--- src/rtl/sb_scheduler.sv ---
// Component-sequence scheduler: arbitrates header, DC and AC requesters into one set_bit stream.
// Optional protocol checker enabled by defining SB_SCHED_ERR_CHECK_EN.
module sb_scheduler (
    input  logic        clock,
    input  logic        reset,
    input  logic        start,
    input  logic        hdr_en,
    input  logic        hdr_valid,
    input  logic        dc_valid,
    input  logic        ac_valid,
    input  logic        hdr_last,
    input  logic        dc_last,
    input  logic        ac_last,
    input  logic [63:0] hdr_val,
    input  logic [63:0] dc_val,
    input  logic [63:0] ac_val,
    input  logic [6:0]  hdr_size,
    input  logic [6:0]  dc_size,
    input  logic [6:0]  ac_size,
    output logic        hdr_ready,
    output logic        dc_ready,
    output logic        ac_ready,
    output logic        out_enable,
    output logic [63:0] out_val,
    output logic [63:0] out_size_of_bit,
    output logic        out_flush,
    output logic        busy,
    output logic        done,
    output logic [31:0] dc_bit_count,
    output logic [31:0] ac_bit_count,
    output logic        err,
    output logic [7:0]  err_count
);

    typedef enum logic [2:0] {
        S_IDLE,
        S_HDR,
        S_DC,
        S_AC,
        S_FLUSH,
        S_DONE
    } state_t;

    state_t      r_state;
    state_t      w_next;
    logic        w_xfer;
    logic        w_last;
    logic [63:0] w_val;
    logic [6:0]  w_size;
    logic [6:0]  w_eff;
    logic [63:0] w_mask;
    logic        w_emit;
    logic        w_start_ok;

    logic        r_out_enable;
    logic [63:0] r_out_val;
    logic [6:0]  r_out_size;
    logic [31:0] r_dc_count;
    logic [31:0] r_ac_count;

    always_ff @(posedge clock or posedge reset) begin
        if (reset) begin
            r_state <= S_IDLE;
        end else begin
            r_state <= w_next;
        end
    end

    // Only the requester owning the current phase is muxed onto the beat path
    always_comb begin
        w_next = r_state;
        w_xfer = 1'b0;
        w_last = 1'b0;
        w_val  = '0;
        w_size = '0;
        unique case (r_state)
            S_IDLE: begin
                if (start) begin
                    w_next = hdr_en ? S_HDR : S_DC;
                end
            end
            S_HDR: begin
                w_xfer = hdr_valid;
                w_last = hdr_last;
                w_val  = hdr_val;
                w_size = hdr_size;
                if (hdr_valid && hdr_last) begin
                    w_next = S_DC;
                end
            end
            S_DC: begin
                w_xfer = dc_valid;
                w_last = dc_last;
                w_val  = dc_val;
                w_size = dc_size;
                if (dc_valid && dc_last) begin
                    w_next = S_AC;
                end
            end
            S_AC: begin
                w_xfer = ac_valid;
                w_last = ac_last;
                w_val  = ac_val;
                w_size = ac_size;
                if (ac_valid && ac_last) begin
                    w_next = S_FLUSH;
                end
            end
            S_FLUSH: w_next = S_DONE;
            S_DONE:  w_next = S_IDLE;
            default: w_next = S_IDLE;
        endcase
    end

    assign hdr_ready  = (r_state == S_HDR);
    assign dc_ready   = (r_state == S_DC);
    assign ac_ready   = (r_state == S_AC);
    assign out_flush  = (r_state == S_FLUSH);
    assign done       = (r_state == S_DONE);
    assign busy       = (r_state != S_IDLE);
    assign w_start_ok = (r_state == S_IDLE) && start;

    assign w_eff  = (w_size > 7'd64) ? 7'd64 : w_size;
    assign w_mask = (w_eff == 7'd64) ? {64{1'b1}}
                                     : ((64'd1 << w_eff) - 64'd1);
    assign w_emit = w_xfer && (w_eff != 7'd0);

    // w_last only steers the FSM; the beat itself is emitted like any other
    always_ff @(posedge clock or posedge reset) begin
        if (reset) begin
            r_out_enable <= 1'b0;
            r_out_val    <= '0;
            r_out_size   <= '0;
        end else begin
            r_out_enable <= w_emit;
            r_out_val    <= w_emit ? (w_val & w_mask) : '0;
            r_out_size   <= w_emit ? w_eff : '0;
        end
    end

    always_ff @(posedge clock or posedge reset) begin
        if (reset) begin
            r_dc_count <= '0;
            r_ac_count <= '0;
        end else if (w_start_ok) begin
            r_dc_count <= '0;
            r_ac_count <= '0;
        end else if (w_xfer && (r_state == S_DC)) begin
            r_dc_count <= r_dc_count + {25'd0, w_eff};
        end else if (w_xfer && (r_state == S_AC)) begin
            r_ac_count <= r_ac_count + {25'd0, w_eff};
        end
    end

    assign out_enable      = r_out_enable;
    assign out_val         = r_out_val;
    assign out_size_of_bit = {57'd0, r_out_size};
    assign dc_bit_count    = r_dc_count;
    assign ac_bit_count    = r_ac_count;

`ifdef SB_SCHED_ERR_CHECK_EN
    logic       w_viol;
    logic       r_err;
    logic [7:0] r_err_count;

    // Several offenders in one cycle still count as a single error
    assign w_viol = (r_state != S_IDLE) &&
                    ((hdr_valid && !hdr_ready) ||
                     (dc_valid && !dc_ready) ||
                     (ac_valid && !ac_ready));

    always_ff @(posedge clock or posedge reset) begin
        if (reset) begin
            r_err       <= 1'b0;
            r_err_count <= '0;
        end else if (w_viol) begin
            r_err <= 1'b1;
            if (r_err_count != 8'hFF) begin
                r_err_count <= r_err_count + 8'd1;
            end
        end
    end

    assign err       = r_err;
    assign err_count = r_err_count;
`else
    assign err       = 1'b0;
    assign err_count = 8'd0;
`endif

endmodule

--- config.mk ---
export PLATFORM = sky130hd
export DESIGN_NAME = sb_scheduler
export DESIGN_NICKNAME = d
export VERILOG_FILES = /design/src/rtl/sb_scheduler.sv
export SDC_FILE = /design/constraint.sdc
export NUM_CORES = 1
export LEC_CHECK = 0
export ABC_CLOCK_PERIOD_IN_PS = 4800
export CAP_MARGIN = 20
export CORE_MARGIN = 8
export CORE_UTILIZATION = 39
export DETAILED_ROUTE_END_ITERATION = 8
export GPL_ROUTABILITY_DRIVEN = 0
export PLACE_DENSITY = 0.89
export SLEW_MARGIN = 20
export SYNTH_ARGS = -nofsm -noshare
export SYNTH_HDL_FRONTEND = slang
export SYNTH_SLANG_ARGS = --single-unit
--- constraint.sdc ---
create_clock -name clock -period 4.8 [get_ports clock]
set_input_delay 1.2 -clock clock [delete_from_list [all_inputs] [get_ports clock]]
set_output_delay 1.2 -clock clock [all_outputs]
set_load 0.01 [all_outputs]
==> impl_results.md <==
- Final Hold Vio Count: 0
- R2R setup slack: 580 ps
- Crit path max fanout: 28
- ANT cells: 0
- Fraction of layout cells with a size suffix above 1: 8.366%
- CP Cell Sequence: nor2b_4 -> a221oi_1 -> nand2_1 -> clkinv_1 -> ha_1 -> fa_1 -> a21o_1 -> a21oi_1 -> o21bai_1 -> a21o_1 -> a21oi_1 -> buf_4 -> or4_1 -> a21oi_1
- I/O pins: 431
- Combinational power share: 66.2%
- Fin. max-slew vios: 0
- Area growth from synthesis to layout: 45.94%
- Clock power share: 15.7%
- GR Util All Layers: 26.89%
- Core area: 25110 um2
- Hold Path Class: reg -> reg
- IO buf count: 364
- Drt initial violations: 1113
- PostCTS Resize Cnt: 0
- Routed length per placed instance: 23.25 um
- CTS buffer count: 17
- Hpwl dp: 33230 um
- Sw Pwr: 4.469 mW
- Worst reg2reg path startpoint: r_state[1]$_DFFE_PP0P_
- Synth Register Bits: 139
- H-tree Lvls: 4
- Seq/Total Area, Yosys: 35.07%
- Critical path type: reg -> reg
- Worst R2R Path Depth: 14
- Slowest cell delay on critical path: 700 ps
- Area share of the largest cell type after synthesis: 35.07%
- Placed cell area: 13850 um2
- Reg2Reg Capture Point: ac_bit_count[12]$_DFFE_PP0P_
- Buf/Inv on CP: 2
- Clk_skew: 10.10 ps
- Final min period: 4219 ps
- Setup ws final: 580.8 ps
- Synth cell types: 83
- Slowest stage cell, crit path: dfrtp_4
- Clock Pin Slew Worst Setup and Hold Paths: 60 ps
- Worst skew pair latency: 430 ps
- F_max: 237.0 MHz
- Sequential power share: 18.1%
- Full die area: 30790 um2
- WHS Endpoint: dc_bit_count[2]$_DFFE_PP0P_
- Hold Path Depth: 2
- Cell family with most CP delay: compound AO/OA/AOI/OAI gates
- Root Buffer: clkbuf_16
- Final Cycle Share: 87.90%
- Vias in the first global route: 11300
- # nets final: 1757
- Final setup vio count: 0
- WP data arrival: 4500 ps
- Slew HR: 27.96%
- Total clock sinks: 139
- Critical path capture point type: register
- Synth area leaders: dfrtp_1 35%, a21oi_1 7.4%, mux2i_1 7.0%
- Total Wirelength: 43250 um
- Post-synth top area cell: dfrtp_1
- Via count: 11100
- Status: complete, but fails checks
- Global-route wire length before repair: 64890 um
- HP Start: dc_bit_count[2]$_DFFE_PP0P_
- Critical Path RT: 5080 ps
- Top_reg_cell synth: dfrtp_1
- Cells after synthesis: 1153
- FFs w/ async S/R, synth: 100.0%
- Drt drc: 110
- CP Launch Type: register
- Setup_tns: 0 ps
- Post-CTS setup buffer count: 0
- Most used cell, CP: a21oi_1
- Hold-fix buffers, CTS: 0
- Pint: 4.620 mW
- Failing checks: DRC
- Initial Utilization: 39.50%
- Synth warnings: 0
- Die width: 175.5 um
- P_leak: 6.101 nW
- Worst slew pin tran: 1072 ps
- CTS tree: done
- PwrDens: 627.9 nW/um2
- Mapped Area: 9918 um2
- Avg Vias per Cell: 5.967
- RSZ-0062 raised after global routing: false
- Max-cap viol count: 0
- Routed Antenna Nets: 0
- Sw frac: 49.17%
- 1st-pass router iterations: 9
- Rows: 58
- Avg Cell Area, Syn: 8.602 um2
- Initial antenna violation count: 1
- Post-synth EDFFs: 0
- Peak supply drop: 377.0 uV
- Largest net degree at the start of global routing: 88
- Final instance area: 14480 um2
- Fin util: 57.65%
- Clock Path Buffers: 2
- Die H: 175.5 um
- Place WS: 219.4 ps
- Total gr overflow: 0
cells by family (layout without fill, tap and decap cells):
kind of cell | after synthesis | count (layout) | synth area share, %
AND/OR/NAND/NOR | 383 | 383 | 18.97
AO/OA/AOI/OAI | 346 | 346 | 23.78
buffers and inverters | 154 | 466 | 8.704
flip-flops | 139 | 139 | 35.07
multiplexers | 77 | 77 | 7.960
XOR/XNOR | 36 | 36 | 3.179
adder cells (fa/ha/maj) | 17 | 17 | 2.296
other | 1 | 66 | 0.03781
worst max-delay path by stage:
stage                           start                      endpoint  slack, ps  cells after the start
5_1_grt        r_state[1]$_DFFE_PP0P_  ac_bit_count[18]$_DFFE_PP0P_        240                     14
3_3_place_gp               ac_size[6]  ac_bit_count[23]$_DFFE_PP0P_        320                     13
2_1_floorplan              ac_size[6]  dc_bit_count[21]$_DFFE_PP0P_        500                     13
4_1_cts        r_state[1]$_DFFE_PP0P_  ac_bit_count[12]$_DFFE_PP0P_        600                     14
6_report       r_state[1]$_DFFE_PP0P_  ac_bit_count[12]$_DFFE_PP0P_        580                     14
3_5_place_dp              hdr_size[6]  ac_bit_count[31]$_DFFE_PP0P_        220                     13
worst reg2reg max path, cell delays in order, from the launching register on:
cell and delay, ps:
dfrtp_4 700, nor2b_4 700, a221oi_1 240, nand2_1 140, clkinv_1 210, ha_1 280
fa_1 420, a21o_1 180, a21oi_1 230, o21bai_1 120, a21o_1 220, a21oi_1 250
buf_4 220, or4_1 120, a21oi_1 60
cell type report:
| type | count | area (um2) |
|---|---|---|
| clock inverters | 13 | 190.2 |
| repair buffers | 413 | 4024 |
| flip-flops and latches | 139 | 3483 |
| clock buffers | 19 | 432.9 |
| well taps | 330 | 412.9 |
| fillers | 2191 | 10630 |
| multi-input cells | 925 | 5849 |
| inverters | 21 | 82.58 |
registers in the layout (all words and copies together) (netlist names):
name,count
r_state,3
ac_bit_count,32
dc_bit_count,32
out_val,64
out_enable,1
r_out_size,7
metal layers:
layer	wire (um)	share of wire (%)	vias up	GRT usage, %
met1	15130	35	5254	28.93
li1	-	-	4862	-
met3	4546	11	195	9.062
met5	14	0.032	-	0
met2	21490	50	785	47.25
met4	2065	4.8	2	11.97
power groups by stage:
stage	clock (mW)	sequential [mW]	combinational [mW]
final	1.43	1.65	6.01
after global routing	1.50	1.67	6.35
after CTS	1.45	1.64	5.85
after detailed placement	0	1.66	5.81
after global placement	0	1.65	5.72
after floorplan	0	1.71	3.46
per-stage QoR:
stage | hold slack [ps] | instances | total power [mW]
6_report | 527.1 | 1860 | 9.090
5_1_grt | 572.3 | 1860 | 9.516
4_1_cts | 526.1 | 1860 | 8.936
3_5_place_dp | 517.2 | 1828 | 7.470
3_3_place_gp | 501.3 | 1828 | 7.375
2_1_floorplan | 539.1 | 1218 | 5.167
synth_stat cells, drive strengths merged (23+ instances only):
cell type / n
nand2: 88
o21ai: 45
clkbuf: 37
nor2: 118
xnor2: 23
nand3: 37
mux2i: 71
nor3: 44
dfrtp: 139
buf: 96
a21oi: 147
cells in the final DEF (no fill, tap or decap), drive strengths merged, types with 44 or more instances in the layout:
cell / synthesis / layout
a21oi: 147 / 147
buf: 96 / 49
clkdlybuf4s50: 0 / 364
conb: 1 / 66
dfrtp: 139 / 139
mux2i: 71 / 71
nand2: 88 / 88
nor2: 118 / 118
nor3: 44 / 44
o21ai: 45 / 45
No activity file was read; power rests on OpenSTA's default activity.
